<file path="src/rtl/uart_tx_packetizer.sv">
// Buffers channel-tagged samples and frames each one as a 5-byte packet
// (sync, ch/seq, hi, lo, checksum) for the UART transmitter handshake.
module uart_tx_packetizer #(
    parameter logic [7:0]  SYNC_BYTE = 8'hA5,
    parameter int unsigned FIFO_AW   = 2
) (
    input  logic        clk,
    input  logic        reset,
    input  logic [15:0] sample_in,
    input  logic [1:0]  sample_ch,
    input  logic        sample_valid,
    output logic        sample_ready,
    input  logic        ready_to_send,
    output logic [7:0]  tx_in,
    output logic        tx_en,
    output logic        frame_busy,
    output logic [7:0]  drop_count
);

    localparam int unsigned DEPTH = 2 ** FIFO_AW;

    typedef enum logic [2:0] {
        IDLE,
        LOAD,
        STROBE,
        WAIT_BUSY,
        WAIT_DONE
    } state_t;

    state_t           state_q, state_d;
    logic [17:0]      mem [DEPTH];
    logic [FIFO_AW:0] wr_ptr, rd_ptr;
    logic             full, empty, push, pop;
    logic [17:0]      hold_q;
    logic [2:0]       idx_q, idx_d;
    logic [3:0]       seq_q, seq_d;
    logic [7:0]       tx_in_d;

    assign empty = (wr_ptr == rd_ptr);
    assign full  = (wr_ptr[FIFO_AW] != rd_ptr[FIFO_AW]) &&
                   (wr_ptr[FIFO_AW-1:0] == rd_ptr[FIFO_AW-1:0]);
    assign sample_ready = !full;
    assign push         = sample_valid && !full;
    assign frame_busy   = (state_q != IDLE);

    function automatic logic [7:0] frame_byte(
        input logic [2:0]  i,
        input logic [17:0] h,
        input logic [3:0]  s
    );
        logic [7:0] b1;
        logic [7:0] r;
        b1 = {s, 2'b00, h[17:16]};
        r  = SYNC_BYTE;
        case (i)
            3'd1:    r = b1;
            3'd2:    r = h[15:8];
            3'd3:    r = h[7:0];
            3'd4:    r = b1 + h[15:8] + h[7:0];
            default: r = SYNC_BYTE;
        endcase
        return r;
    endfunction

    always_comb begin
        state_d = state_q;
        idx_d   = idx_q;
        seq_d   = seq_q;
        tx_in_d = tx_in;
        pop     = 1'b0;
        unique case (state_q)
            IDLE: begin
                if (!empty) begin
                    pop     = 1'b1;
                    idx_d   = 3'd0;
                    tx_in_d = SYNC_BYTE;
                    state_d = LOAD;
                end
            end
            LOAD: begin
                if (ready_to_send) state_d = STROBE;
            end
            STROBE: state_d = WAIT_BUSY;
            WAIT_BUSY: begin
                if (!ready_to_send) state_d = WAIT_DONE;
            end
            WAIT_DONE: begin
                if (ready_to_send) begin
                    if (idx_q == 3'd4) begin
                        seq_d   = seq_q + 4'd1;
                        state_d = IDLE;
                    end else begin
                        idx_d   = idx_q + 3'd1;
                        tx_in_d = frame_byte(idx_q + 3'd1, hold_q, seq_q);
                        state_d = LOAD;
                    end
                end
            end
            default: state_d = IDLE;
        endcase
    end

    always_ff @(posedge clk) begin
        if (reset) begin
            state_q    <= IDLE;
            wr_ptr     <= '0;
            rd_ptr     <= '0;
            idx_q      <= '0;
            seq_q      <= '0;
            hold_q     <= '0;
            tx_in      <= '0;
            tx_en      <= 1'b0;
            drop_count <= '0;
        end else begin
            state_q <= state_d;
            idx_q   <= idx_d;
            seq_q   <= seq_d;
            tx_in   <= tx_in_d;
            tx_en   <= (state_d == STROBE);
            if (push) wr_ptr <= wr_ptr + 1'b1;
            // holding register keeps the frame in flight independent of FIFO writes
            if (pop) begin
                hold_q <= mem[rd_ptr[FIFO_AW-1:0]];
                rd_ptr <= rd_ptr + 1'b1;
            end
            if (sample_valid && full && drop_count != 8'hFF)
                drop_count <= drop_count + 8'd1;
        end
    end

    always_ff @(posedge clk) begin
        if (push) mem[wr_ptr[FIFO_AW-1:0]] <= {sample_ch, sample_in};
    end

endmodule

</file>
<file path="config.mk">
export PLATFORM = sky130hd
export DESIGN_NAME = uart_tx_packetizer
export DESIGN_NICKNAME = d
export VERILOG_FILES = /design/src/rtl/uart_tx_packetizer.sv
export SDC_FILE = /design/constraint.sdc
export NUM_CORES = 1
export LEC_CHECK = 0
export CAP_MARGIN = 10
export CORE_AREA = 2 2 117 176
export CTS_BUF_LIST = sky130_fd_sc_hd__clkbuf_8
export CTS_CLUSTER_DIAMETER = 60
export DETAILED_ROUTE_END_ITERATION = 8
export DIE_AREA = 0 0 119 178
export HOLD_SLACK_MARGIN = 0.02
export PLACE_DENSITY = 0.48
export RECOVER_POWER = 50
export SLEW_MARGIN = 20
export SYNTH_ARGS = -nofsm -noshare
export SYNTH_HDL_FRONTEND = slang
export SYNTH_SLANG_ARGS = --single-unit
</file>
<file path="constraint.sdc">
create_clock -name clk -period 2.7 [get_ports clk]
set_clock_uncertainty 0.2 [all_clocks]
set_input_delay 0.81 -clock clk [delete_from_list [all_inputs] [get_ports clk]]
set_output_delay 0.81 -clock clk [all_outputs]
set_load 0.05 [all_outputs]
</file>
==> impl.org, run 1 <==
** Synth
- Fraction of registers with async set or reset after synthesis :: 0
- Main combinational cell family by area after synthesis :: simple AND/OR/NAND/NOR gates
- Of the total synthesized cell area, the portion taken by full adders, half adders and majority gates is 0.0679.
- Share of the synthesized area in compound gates (AO/OA/AOI/OAI) :: 0.0920
- Summing every instance area after synthesis gives 5460 um2.
- By area the synthesized netlist is led by edfxtp_1 (40%), dfxtp_1 (19%), mux4_2 (7.4%).
- Syn Inst Count :: 431
- Of the total synthesized cell area, the portion taken by XOR and XNOR cells is 0.0392.
- Number of different library cells in the post-synthesis netlist :: 52
- Yosys mapped a number of flops with a built-in enable equal to between 70 and 80.
- The number of nets handed over by synthesis was 479.
- Warnings, synthesis :: 0
- FF+latch count, synth :: 123
- Most area-hungry cell type in the Yosys netlist :: edfxtp_1
- Simple-gate share of the synthesized area :: 0.106
- For this run, the register share of the synthesized area comes to 0.583.
- Prevailing post-synth register cell :: edfxtp_1
- Multiplexer area fraction after synthesis :: 0.0817
- The share of synthesized area in the top cell type comes to 0.396.
- In this run the mean area of a mapped cell was between 10 and 15 um2.

** Run
- Maximum capacitance violations :: 0

** Placed design
- Before CTS, the worst setup slack after placement is -41.5 ps.
- Global placement routability congestion :: 0.739
- Inst Count DP :: a little over 700
- Total half-perimeter wirelength after legalization and detailed placement :: 7.83 mm
- Number of buffers added on ports :: 40

** Die
- just over 40 I/O pins were placed.
- After floorplanning, the core was sized to cover roughly 20000 um2.
- Cell Rows :: 63
- Effective utilization at floorplan :: 0.278
- Measured along the y axis, the die boundary spans roughly 180 um.
- The die covers 21200 um2.
- DIE WIDTH :: about 120 um

** Clocking
- Reg clk slew, reported paths :: 80 ps
- The clock passes through at most 2 buffers.
- For the worst-skew pair, the clock arrives at the later sink with an insertion delay of 430 ps.
- Buffers inserted during post-CTS setup optimization :: 0
- Buffers inserted during clock tree synthesis total 17.
- Clk sinks :: 123
- Root Buffer Master :: clkbuf_8
- CTS H-tree depth :: 4
- For this design, the CTS-stage hold fixing added 0 buffers.
- TritonCTS built the clock tree.

** STA
- Static timing analysis puts the maximum clock frequency at around 380 MHz.
- Measured against its own limit, the worst slew margin works out to 0.431.
- Final min period :: 2620 ps
- Setup repair after global routing left no endpoint under its margin.
- The count of endpoints failing hold in the final timing report is 0.
- In the finished design, the share of the clock period the worst path needs comes to 0.969.
- For the pin with the worst max-slew slack, the measured transition is 854 ps.
- Setup ws final :: 83.6 ps
- Fin. max-slew vios :: 0
- Setup violations remaining at the end of the flow were counted as 0.

** Routing
- Before antenna repair, the detailed router went through 4 iterations.
- Detailed-route wire length per cell :: 14.5 um
- In the routed layout, each cell is associated on average with a via count of about 4.6.
- In the detailed route, the total length drawn on met2 is 6.02 mm.
- The final layout contains routed wiring with a total length of 11.0 mm.
- Count of nets left with antenna violations after detail routing :: 0
- Across all layers, the routed design uses roughly 3500 vias.
- Detailed-routing wirelength on met1 :: 4.52 mm
- Uppermost layer routed :: met4
- Sum of met3 wire segment lengths after detailed routing :: around 290 um
- Starting DRC count in detailed routing :: ~140
- In the routed design, unresolved DRC markers number 0.

** Global route
- The first global-routing pass estimated 18.0 mm of wire.
- Entering global routing, the biggest net connects 27 pins.
- Tot GR Track Use :: 0.110
- Global routing finished with a remaining overflow of 0.
- Number of global-route vias before repair :: 3538
- Antenna violations before repair :: 0

** Worst setup path
- The worst setup path is captured at an output port.
- Max Fanout on Critical Path :: 3
- Required @ worst endpoint :: 1690 ps
- Start-to-end type of the worst setup path :: flop to output port
- CP arrival :: around 1600 ps
- Traced cell by cell, the critical path runs through clkdlybuf4s50_1.
- Count of buffer and inverter cells on the critical path :: 1
- On the critical path, the stage with the largest delay is an instance of clkdlybuf4s50_1.
- STA classifies the critical path startpoint as a flop.
- Stage delay of the slowest cell on the critical path :: just over 800 ps
- Grouping stages by cell kind, the critical path spends the most delay in buffers and inverters.

** Finish
- # diodes :: 0
- Fraction of final layout cells sized beyond drive strength 1 :: 0.157
- In the layout the commonest cells are edfxtp_1 (72), dfxtp_1 (50), nand2_1 (49).
- Number of nets in the final layout :: between 500 and 600
- Fraction of the core area covered by cells at the end of the flow :: 0.339
- Compared with the post-synthesis result, the final layout area differs by 22.0%.
- Most common cell after layout, fill and taps aside :: edfxtp_1
- Filler-free cell count of the finished design :: 758
- The filler cells instantiated in the layout total 1950.

** Run status
- The flow ran to the end, and the final reports show no timing, DRC or antenna violations.

** Power
- Dividing total power by cell area gives a power density of 834 nW/um2.
- Peak supply drop :: 308 uV
- Leakage Power :: 0.00241 uW

** Worst hold path
- The worst hold path belongs to the class flop to flop.
==> synth_stat cells (2+ instances only) <==
cell type / instances
dfxtp_1: 51
a31oi_1: 6
a21oi_1: 28
xor2_2: 2
xnor2_2: 2
nor2b_1: 6
xnor2_1: 13
a22oi_1: 2
buf_4: 2
fa_1: 6
a311oi_1: 4
nor2_1: 39
clkbuf_1: 9
o31ai_1: 2
mux4_2: 18
nor3_1: 6
a2bb2oi_1: 3
nor3b_1: 2
nand2_1: 49
inv_1: 18
a211oi_1: 5
and2_1: 6
ha_1: 20
nand3_1: 7
mux2i_1: 4
edfxtp_1: 72
a222oi_1: 6
buf_2: 9
and3_1: 4
xor2_1: 4
o21ai_0: 5
==> logic make-up after synthesis <==
group	after synthesis
flops	123
xor+xnor	21
buf+inv	39
simple gates	127
fa+ha+maj	26
mux	22
compound gates	73
==> routing by layer <==
metal | global-route usage | up-vias
li1 | - | 1688
met1 | 0.120 | 1712
met2 | 0.202 | 53
met3 | 0.0240 | 16
met4 | 0.0501 | 0
met5 | 0 | -
==> through the flow <==
step                setup TNS (ps)  hold WS [ps]  instance area [um2]  power, uW
floorplan                        0           249                 5460       3540
global placement                 0           270                 6270       3990
detailed placement           -41.5           269                 6270       4000
CTS                              0           283                 6660       5670
global route                     0           312                 6660       5890
finish                           0           283                 6660       5550
==> cell type report <==
| cell class | instances | area, um2 | area share |
|---|---|---|---|
| clock inverter | 15 | 163 | 0.0244 |
| sequential | 123 | 3180 | 0.478 |
| timing repair buffer | 56 | 573 | 0.0861 |
| multi-input combinational | 269 | 2110 | 0.317 |
| tap | 260 | 325 | 0.0489 |
| clock buffer | 17 | 234 | 0.0352 |
| inverter | 18 | 67.6 | 0.0102 |
==> flip-flops by register name (all words and copies together) (netlist names) <==
signal / flops
drop_count: 8
hold_q: 18
idx_q: 3
mem: 72
rd_ptr: 3
seq_q: 4
state_q: 3
tx_en: 1
tx_in: 8
wr_ptr: 3
==> path summary, 6_finish.rpt <==
path                                 start         end  slack (ps)  cells past startpoint
worst max-delay path              tx_in[6]    tx_in[6]          80                      1
worst min-delay path            hold_q[12]  hold_q[12]         280                      2
worst max register to register   hold_q[1]    tx_in[7]         100                      9
worst min register to register  hold_q[12]  hold_q[12]         280                      2
==> where the power goes <==
part / internal, uW / total (uW) / switching [uW]
registers: 2210 / 2380 / 163
logic: 640 / 1540 / 897
clock network: 778 / 1640 / 859
total: 3630 / 5550 / 1920
==> what timing repair did <==
item	4_1_cts	5_1_grt
pin swaps	1	1
gates cloned	0	0
setup endpoints to repair	5	5
resized for setup	6	7
Power figures use the tool's default switching activity.
==> inputs of run 2 (changes only) <==
Settings changed: CTS_CLUSTER_SIZE from default to 30, GPL_ROUTABILITY_DRIVEN from default to 0.
==> results of run 2 <==
Same layout as run 1: the final DEF is identical, and so are final timing and power.
